$ cat config.mk
export PLATFORM = sky130hd
export DESIGN_NAME = ie_event_collector
export DESIGN_NICKNAME = d
export VERILOG_FILES = /design/src/rtl/ie_pkg.sv /design/src/rtl/ie_int_edge_sync.sv /design/src/rtl/ie_event_collector.sv
export SDC_FILE = /design/constraint.sdc
export NUM_CORES = 1
export LEC_CHECK = 0
export ABC_AREA = 0
export CAP_MARGIN = 20
export CORE_UTILIZATION = 43
export DETAILED_ROUTE_END_ITERATION = 8
export GPL_TIMING_DRIVEN = 1
export PLACE_DENSITY = 0.88
export RECOVER_POWER = 25
export SYNTH_ARGS = -nofsm -noshare
export SYNTH_HDL_FRONTEND = slang
export SYNTH_SLANG_ARGS = --single-unit
export TNS_END_PERCENT = 30
$ cat constraint.sdc
create_clock -name clk -period 3.7 [get_ports clk]
set_input_delay 0.74 -clock clk [delete_from_list [all_inputs] [get_ports clk]]
set_output_delay 0.74 -clock clk [all_outputs]
set_load 0.02 [all_outputs]
$ cat src/rtl/ie_pkg.sv
// Shared types and constants for the interrupt/exception event collector.
package ie_pkg;

  localparam logic [2:0] IE_TYPE_NONE = 3'b000;
  localparam logic [2:0] IE_TYPE_PROT = 3'b001;
  localparam logic [2:0] IE_TYPE_PGF  = 3'b010;
  localparam logic [2:0] IE_TYPE_INT  = 3'b100;

  localparam logic [7:0] IE_VEC_PROT = 8'd13;
  localparam logic [7:0] IE_VEC_PGF  = 8'd14;
  localparam logic [7:0] IE_VEC_INT  = 8'd15;

  localparam int EFLAGS_IF_BIT = 9;

  typedef enum logic [1:0] {
    ST_IDLE    = 2'b00,
    ST_REQ     = 2'b01,
    ST_SERVICE = 2'b10,
    ST_DRAIN   = 2'b11
  } ie_state_e;

endpackage

$ cat src/rtl/ie_int_edge_sync.sv
// Rising-edge detector for the external interrupt pin, one-cycle pulse out.
// IE_INT_SYNC_EN adds a 2-flop synchronizer in front of the detector.
module ie_int_edge_sync (
  input  logic clk,
  input  logic reset,
  input  logic ext_int,
  output logic int_edge
);

  logic level_s;
  logic prev_r;

`ifdef IE_INT_SYNC_EN
  logic [1:0] sync_r;

  // Two-flop synchronizer for a pin that may be asynchronous to clk
  always_ff @(posedge clk) begin
    if (reset) begin
      sync_r <= 2'b00;
    end else begin
      sync_r <= {sync_r[0], ext_int};
    end
  end

  assign level_s = sync_r[1];
`else
  assign level_s = ext_int;
`endif

  // Previous level; keeps sampling regardless of the collector's enable
  always_ff @(posedge clk) begin
    if (reset) begin
      prev_r <= 1'b0;
    end else begin
      prev_r <= level_s;
    end
  end

  assign int_edge = level_s & ~prev_r;

endmodule

$ cat src/rtl/ie_event_collector.sv
// Collects WB exceptions and external interrupts and hands one event at a time
// to the IDTR handler. Optional pin synchronizer: IE_INT_SYNC_EN.
module ie_event_collector
  import ie_pkg::*;
#(
  parameter int ACK_TIMEOUT = 16,
  parameter int CNT_W       = 5
) (
  input  logic        clk,
  input  logic        reset,
  input  logic        enable,
  input  logic        ext_int,
  input  logic        wb_valid,
  input  logic        wb_prot_fault,
  input  logic        wb_page_fault,
  input  logic [17:0] wb_eflags,
  input  logic        is_servicing_IE,
  output logic        IE_out,
  output logic [2:0]  IE_type_out,
  output logic        int_pending,
  output logic        err_timeout,
  output logic        err_nested_exc
);

  logic             int_edge_s;
  logic             if_set_s;
  logic             unused_eflags_s;
  logic [2:0]       sel_type_s;
  ie_state_e        state_r;
  logic [CNT_W-1:0] cnt_r;

  ie_int_edge_sync u_int_edge_sync (
    .clk      (clk),
    .reset    (reset),
    .ext_int  (ext_int),
    .int_edge (int_edge_s)
  );

  assign if_set_s        = wb_eflags[EFLAGS_IF_BIT];
  assign unused_eflags_s = ^wb_eflags;

  // Priority encoder: prot > page fault > enabled pending interrupt
  always_comb begin
    sel_type_s = IE_TYPE_NONE;
    if (!wb_valid) begin
      sel_type_s = IE_TYPE_NONE;
    end else if (wb_prot_fault) begin
      sel_type_s = IE_TYPE_PROT;
    end else if (wb_page_fault) begin
      sel_type_s = IE_TYPE_PGF;
    end else if (int_pending && if_set_s) begin
      sel_type_s = IE_TYPE_INT;
    end else begin
      sel_type_s = IE_TYPE_NONE;
    end
  end

  // Request FSM, ack-timeout counter, pending latch and sticky error flags
  always_ff @(posedge clk) begin
    if (reset) begin
      state_r        <= ST_IDLE;
      cnt_r          <= '0;
      IE_out         <= 1'b0;
      IE_type_out    <= IE_TYPE_NONE;
      int_pending    <= 1'b0;
      err_timeout    <= 1'b0;
      err_nested_exc <= 1'b0;
    end else if (enable) begin
      case (state_r)
        ST_IDLE: begin
          cnt_r <= '0;
          if (sel_type_s != IE_TYPE_NONE) begin
            state_r     <= ST_REQ;
            IE_out      <= 1'b1;
            IE_type_out <= sel_type_s;
            if (sel_type_s == IE_TYPE_INT) begin
              int_pending <= 1'b0;
            end
          end
        end
        ST_REQ: begin
          if (is_servicing_IE) begin
            state_r     <= ST_SERVICE;
            IE_out      <= 1'b0;
            IE_type_out <= IE_TYPE_NONE;
            cnt_r       <= '0;
          end else if (cnt_r == CNT_W'(ACK_TIMEOUT - 1)) begin
            // Handler never answered: abandon the request, keep an interrupt alive
            state_r     <= ST_IDLE;
            IE_out      <= 1'b0;
            IE_type_out <= IE_TYPE_NONE;
            cnt_r       <= '0;
            err_timeout <= 1'b1;
            if (IE_type_out == IE_TYPE_INT) begin
              int_pending <= 1'b1;
            end
          end else begin
            cnt_r <= cnt_r + CNT_W'(1);
          end
        end
        ST_SERVICE: begin
          if (wb_valid && (wb_prot_fault || wb_page_fault)) begin
            err_nested_exc <= 1'b1;
          end
          if (!is_servicing_IE) begin
            state_r <= ST_DRAIN;
          end
        end
        ST_DRAIN: begin
          state_r <= ST_IDLE;
        end
        default: begin
          state_r     <= ST_IDLE;
          IE_out      <= 1'b0;
          IE_type_out <= IE_TYPE_NONE;
          cnt_r       <= '0;
        end
      endcase
      // Placed last so a new edge overrides a same-cycle clear
      if (int_edge_s) begin
        int_pending <= 1'b1;
      end
    end
  end

endmodule

**Word level (Yosys, flattened, before mapping)**

Index checks and enable logic that the tools add are counted.
W data, S select, Z words.

- Add/subtract/negate cells: 1
- Eq/ne operators: 14
- Muxes and demuxes: 27
- Bitwise gates (word level): 3
- Reductions and logical operators: 13

Operators with widths:

| cell | number |
|---|---|
| $mux W3 | 7 |
| $ne A3 B3 Y1 const B | 6 |
| $reduce_and A4 Y1 | 3 |
| $mux W5 | 2 |
| $pmux W5 S2 | 1 |
| $mux W1 | 9 |
| $mux W2 | 4 |
| $pmux W2 S4 | 1 |
| $reduce_and A7 Y1 | 1 |
| $eq A3 B3 Y1 const B | 2 |
| $pmux W3 S2 | 1 |
| $reduce_bool A3 Y1 | 2 |
| $add A5 B1 Y5 const B | 1 |
| $eq A5 B4 Y1 const B | 1 |
| $eq A2 B2 Y1 const B | 2 |
| $ne A2 B2 Y1 const B | 2 |
| $pmux W1 S2 | 2 |
| $reduce_and A3 Y1 | 1 |
| $eq A2 B1 Y1 const B | 1 |
| $logic_and A1 B1 Y1 | 2 |
| $logic_not A2 Y1 | 1 |
| $not A1 Y1 | 2 |
| $reduce_and A2 Y1 | 1 |
| $reduce_bool A2 Y1 | 1 |
| other kinds (2) | 2 |

- Flip-flop bits (word level): 15
- Bits of input ports: 26
- Output and inout bits: 7

**Depth between registers and ports, before layout**

Gate-level depths: netlist of the first run.

- Word-level depth: 10
- Gate-level depth with buffers: 5
- Depth with buffers taken out: 5

**Cells and area by module**

A second synthesis of the first run with hierarchy kept.

- Cell total of the unflattened synthesis: 86
- Area, all modules: 738.2 µm²

By module, submodules not included:

| module | instances | cells each | area each (µm²) | seq. area each (µm²) |
|---|---|---|---|---|
| ie_event_collector | 1 | 83 | 690.7 | 280.3 |
| ie_int_edge_sync | 1 | 3 | 47.5 | 20.0 |

**Worst setup path after synthesis of the first run**

Ideal clock, no wire load.

- Kind: input-to-reg
- Start point: input port enable
- End point: register IE_type_out[1]
- Setup time: 71 ps
- Data arrival time: 1,773 ps
- Data required time: 3,629 ps
- Setup slack: 1,857 ps
- Cell stages on the path: 5
- Path buffers: 1
- Cells stage by stage: buf_2 -> and2b_4 -> o31ai_4 -> or4_1 -> a21oi_1

- Cells in the longest elaborated chain, start to end: 1

RTL lines:

| item | RTL line | source |
|---|---|---|
| from (decl) | ie_event_collector.sv:11 | `input logic enable,` |
| $reduce_and A4 Y1 (no line) | -- |  |
| to (signal assigned) | ie_event_collector.sv:75 | `IE_type_out <= sel_type_s;` |
| to (decl) | ie_event_collector.sv:19 | `output logic [2:0] IE_type_out,` |

No other way between the ends.
A chain may end at the register's enable or synchronous reset.

**Worst setup path in the final report of the first run**

Same ends and word-level chain as after synthesis.

==> flow_summary.toml, run 1 <==
[layout]
drive_gt1_share_pct = 5.882
area_growth_pct = 26.12
stdcell_area_um2 = 912.1
layoutNonFillerInstCount = 118
nNetsFinal = 130
diodes = 0

[sta]
worstMarginPinSlew_ns = 0.5663
drv_slew = 0
maxClockFrequency_mhz = 455.2
period_needed_ns = 2.197
max-slew-margin-rel_pct = 62.16
rsz0062_at_grt = "false"
finalCritPeriodShare_pct = 59.37
finalHoldViolations = 0
tns_ns = 0
setup_viol = 0
skew_ns = 0.004541

[detailed_routing]
drc_errors = 0
ant_nets = 0
wl_per_cell_um = 13.08
routed_wl_mm = 1.544
vias_per_cell = 5.627
drtIter0Drc = 11
dr.pass1.iters = 4
via_count = 664

[worst_hold_path]
min-delay-path-class = "reg2reg"
hp-start = "cnt_r[4]"
holdPathEnd = "cnt_r[4]"
hold_depth = 1

[synth]
synth_top_cells_by_area = "dfxtp_1 (42%), a21oi_1 (5.5%), nor2_1 (4.2%)"
synth_cells = 85
synth_edf_count = 0
synthArstFlopShare_pct = 0
ys_seq_area_share_pct = 41.52
synth_cell_types = 30
netlist_area_um2 = 723.2
ys_ff_latch = 15
yosysMostFrequentCell = "dfxtp_1"
yosys-top-cells-count = "dfxtp_1 (15), a21oi_1 (8), nor2_1 (8)"
synthFlopType = "dfxtp_1"
synthesis.nets = 112
post-synth-top-area-cell = "dfxtp_1"
yosys_warnings = 0
syn_area_per_cell_um2 = 8.508
synth_top_area_share_pct = 41.52

[place]
place.detailed.hpwl_mm = 1.118
placed_cells = 114
place_area_um2 = 884.6
place.port_buffers = 15
place.gp.congestion = 0.7610

[clock_network]
clock-sinks = 15
root_buffer = "clkbuf_4"
clkTransAtPathRegs_ns = 0.10
cts.htree.levels = 1
clk_latency_ns = 0.28
clock_path_buffers = 2
cts_resized = 0
cts_hold_buf = 0
numCtsBuffers = 3
cts_tree = "done"
cts_post_setup_buffers_inserted = 0

[setup_path]
crit_chain = "clkdlybuf4s50_1 -> and2b_4 -> o31ai_4 -> or4_1 -> a21oi_1"
ff2ff_path_depth = 5
crit_required_ns = 3.92
reg2reg_from = "cnt_r[0]"
cp_num_buf_inv = 1
crit_family = "simple AND/OR/NAND/NOR gates"
crit_fanout = 10
critPathMaxStageDelay_ns = 0.67
r2r_end = "IE_type_out[1]"
start_kind = "input pin"
slowest_stage = "clkdlybuf4s50_1"
crit_cells = 5
arrival_ns = 2.41
critical_path_class = "in2reg"
endpoint_kind = "flop"
r2r_slack_ns = 1.94

[pwr]
power_density_nw_per_um2 = 349.1
p_leak_nw = 0.3198
ir_drop_v = 0.0002628

[global_routing]
grt.total_usage_pct = 18.53
antenna_found_initial = 0
busiest_layer = "met2"
grt_overflow_total = 0
use_met1_pct = 25.07
grt_first_pass_wirelength_mm = 2.573
use_met2_pct = 27.58
grt_max_degree = 15
use_met3_pct = 5.532
grt_pass1_vias = 598

[floorplan]
die_w_um = 43.01
num_io_pins = 33
die-area_um2 = 1850
core-area_um2 = 1541
num_rows = 14
initial_core_util_pct = 46.92
fp.dieH_um = 43.01

[job]
drv_cap = 0

[status]
status = "finished, final reports clean"
[flip-flops by register name, indices dropped and copies added (netlist names), named ones only]
| register | count |
|---|---|
| IE_out | 1 |
| IE_type_out | 3 |
| cnt_r | 5 |
| err_nested_exc | 1 |
| err_timeout | 1 |
| int_pending | 1 |
| state_r | 1 |
| u_int_edge_sync.prev_r | 1 |
[layout make-up]
cell class                 instances  area [um^2]
multi-input combinational         63        395.4
clock buffer                       3        22.52
clock inverter                     1        5.005
sequential                        15        300.3
tap                               16        20.02
timing repair buffer              15        150.1
fill                             145        629.4
inverter                           5        18.77
[power by group]
part	leakage [nW]	total [mW]	switching [mW]	internal (mW)
clock	0.0177	0.0956	0.0555	0.0401
combinational	0.180	0.0501	0.0260	0.0241
sequential	0.122	0.173	0.00580	0.167
[worst max path at each step]
stage                     startpoint              to  slack [ns]
after floorplan               enable  IE_type_out[1]        1.86
after global placement        enable  IE_type_out[1]        1.21
after detailed placement      enable  IE_type_out[1]        1.21
final                         enable  IE_type_out[1]        1.50
after CTS                     enable  IE_type_out[1]        1.50
after global routing          enable  IE_type_out[1]        1.41
[logic make-up (layout without fill, tap and decap cells)]
kind of cell,count (synthesis),count (layout),share of synthesized area [%]
buffers and inverters,7,24,3.805
XOR/XNOR,2,2,2.423
AO/OA/AOI/OAI,22,22,20.24
adder cells (fa/ha/maj),1,1,1.730
flip-flops,15,15,41.52
AND/OR/NAND/NOR,38,38,30.28
[layer usage]
layer	vias to the layer above	wire length, um
met1	310	736
li1	337	-
met4	0	14
met3	2	66
met5	-	0
met2	15	727
[cells in the final DEF, fill, tap and decap left out, drive strengths merged]
| cell type | count |
|---|---|
| o21ai | 5 |
| nand3 | 2 |
| and2b | 1 |
| a211oi | 1 |
| o31ai | 3 |
| nand2 | 6 |
| and4b | 1 |
| clkbuf | 3 |
| or2b | 2 |
| nand4 | 3 |
| o21a | 1 |
| or3 | 1 |
| a32oi | 1 |
| inv | 5 |
| nor2 | 8 |
| nor2b | 3 |
| ha | 1 |
| dlygate4sd3 | 2 |
| clkinv | 1 |
| a21oi | 8 |
| xor2 | 1 |
| nand4b | 2 |
| clkdlybuf4s50 | 13 |
| nand2b | 4 |
| nor3 | 1 |
| or4 | 1 |
| dfxtp | 15 |
| nor3b | 3 |
| a31oi | 2 |
| o32ai | 1 |
| xnor2 | 1 |
[stage by stage]
step	total power, mW	hold slack [ns]	worst slack, ns	utilization [%]
after floorplan	0.2042	0.4525	1.857	-
after global routing	0.3362	0.5024	1.413	59.17
after detailed placement	0.2263	0.4621	1.205	57.39
final	0.3184	0.4823	1.503	59.17
after CTS	0.3205	0.4864	1.501	59.17
after global placement	0.2245	0.4581	1.209	57.39
[worst reg2reg max path: stages (launching register included)]
cell and delay [ns]:
dfxtp_1 0.39, ha_1 0.22, and4b_1 0.35, o31ai_4 0.11, or4_1 0.48, a21oi_1 0.14
No activity file was read; power rests on OpenSTA's default activity.
==> run 2, diff against run 1 <==
CORE_UTILIZATION = 36   (was 43)
PLACE_DENSITY = 0.79   (was 0.88)
clock period = 1.8 ns   (was 3.7 ns; I/O delays follow)
==> run 2 against run 1 <==
Sequential power grew 100%. Critical endpoint is now IE_out. Power grew 110%. Die area grew 19%. Sequential share of layout area shrank 3.3 points. Critical path depth grew 1. Critical path type is now reg2reg. Non-clock buffer count grew 13. Worst hold slack lost 0.0088 ns. Wire length grew 10%. Clock skew shrank 0.0017 ns.
==> flow_summary.toml, run 2 (same netlist as run 1, synthesis figures left out) <==
[global_routing]
grt_overflow_total = 0
grt_first_pass_wirelength_mm = 2.553
antenna_found_initial = 0
grt_pass1_vias = 608
grt_max_degree = 10
grt.total_usage_pct = 16.93

[floorplan]
die_w_um = 46.82
core-area_um2 = 1802
num_rows = 15
num_io_pins = 33
fp.dieH_um = 46.82
initial_core_util_pct = 40.14
die-area_um2 = 2192

[sta]
finalHoldViolations = 0
worstMarginPinSlew_ns = 0.3275
finalCritPeriodShare_pct = 96.93
maxClockFrequency_mhz = 573.1
drv_slew = 0
period_needed_ns = 1.745
setup_viol = 0
skew_ns = 0.002846
tns_ns = 0
max-slew-margin-rel_pct = 78.04
fin_ws_ns = 0.05523

[clock_network]
clock-sinks = 15
clk_latency_ns = 0.29
cts_hold_buf = 0
cts.htree.levels = 1
clock_path_buffers = 2
numCtsBuffers = 3
clkTransAtPathRegs_ns = 0.09
cts_tree = "done"
root_buffer = "clkbuf_4"

[setup_path]
critPathMaxStageDelay_ns = 0.34
arrival_ns = 1.97
crit_required_ns = 2.02
crit_chain = "ha_1 -> and4b_2 -> o31ai_4 -> buf_4 -> or2b_1 -> o21ai_0"
endpoint_kind = "flop"
slowest_stage = "dfxtp_1"
timing.critical_path.from = "cnt_r[0]"
start_kind = "flop"
crit_fanout = 4
critical_path_class = "reg2reg"
reg2reg_from = "cnt_r[0]"

[pwr]
p_leak_nw = 0.3725
power_density_nw_per_um2 = 666.8
ir_drop_v = 0.0005029

[detailed_routing]
wl_met1_um = 812
wl_per_cell_um = 12.19
ant_nets = 0
top_layer = "met4"
routed_wl_mm = 1.706
met2_length_um = 774
vias_per_cell = 5.193
via_count = 727
drtIter0Drc = 16
dr.pass1.iters = 5
drc_errors = 0
met3_wirelength_um = 70

[layout]
area_growth_pct = 40.14
mostFrequentLayoutCell = "dfxtp_1"
final_cell_mix = "dfxtp_1 (15), clkdlybuf4s50_1 (13), buf_4 (11)"
diodes = 0
drive_gt1_share_pct = 14.78
nNetsFinal = 143
top_register = "cnt_r"
largestRegisters = "cnt_r (5), IE_type_out (3)"
largest_register_ffs = 5

[place]
dp_slack_ns = -0.09459
place.gp.congestion = 0.8225
place.detailed.hpwl_mm = 1.268
place.port_buffers = 15

[status]
status = "finished, final reports clean"

[worst_hold_path]
min-delay-path-class = "reg2reg"
hp-start = "cnt_r[4]"

[job]
drv_cap = 0
-- run 2: metal layers --
layer	vias to the layer above	GRT usage, %
met5	-	0
met4	0	11.43
met3	5	4.615
met2	24	23.89
met1	333	22.38
li1	365	-
-- run 2: critical path: cells and delay by family, from the launching register on --
family	cells	cell delay, ns
buffers and inverters	1	0.16
adder cells (fa/ha/maj)	1	0.25
AND/OR/NAND/NOR	2	0.56
flip-flops	1	0.34
AO/OA/AOI/OAI	2	0.35
-- run 2: cell type report --
type	count	area (um^2)
Clock buffer	4	26.28
Tap cell	25	31.28
Sequential cell	15	300.3
Inverter	5	18.77
Timing Repair Buffer	28	240.2
Fill cell	170	788.3
Multi-Input combinational cell	63	396.6
-- run 2: repair_timing --
| action | in CTS | in global routing |
|---|---|---|
| resized for setup | 0 | 1 |
| endpoints found under the setup margin | 0 | 5 |
| buffers inserted | 0 | 1 |
-- run 2: metrics by stage --
| step | cells | util, % | power (mW) | hold slack, ns | cell area, um^2 |
|---|---|---|---|---|---|
| after floorplan | 85 | - | 0.4198 | 0.4316 | 723.2 |
| after global placement | 135 | 54.72 | 0.4859 | 0.4542 | 985.9 |
| after detailed placement | 135 | 54.72 | 0.4893 | 0.4635 | 985.9 |
| after CTS | 139 | 56.18 | 0.6844 | 0.4761 | 1012 |
| after global routing | 140 | 56.25 | 0.7061 | 0.5024 | 1013 |
| final | 140 | 56.25 | 0.6757 | 0.4734 | 1013 |
-- run 2: final timing paths --
path               to  slack [ns]  cells past startpoint
max            IE_out        0.06                      6
min          cnt_r[4]        0.47                      1
max reg2reg    IE_out        0.06                      6
min reg2reg  cnt_r[4]        0.47                      1
-- run 2: where the power goes --
part	internal (mW)	switching, mW	total [mW]
clock network	0.0862	0.110	0.196
registers	0.343	0.0111	0.354
logic	0.0675	0.0583	0.126
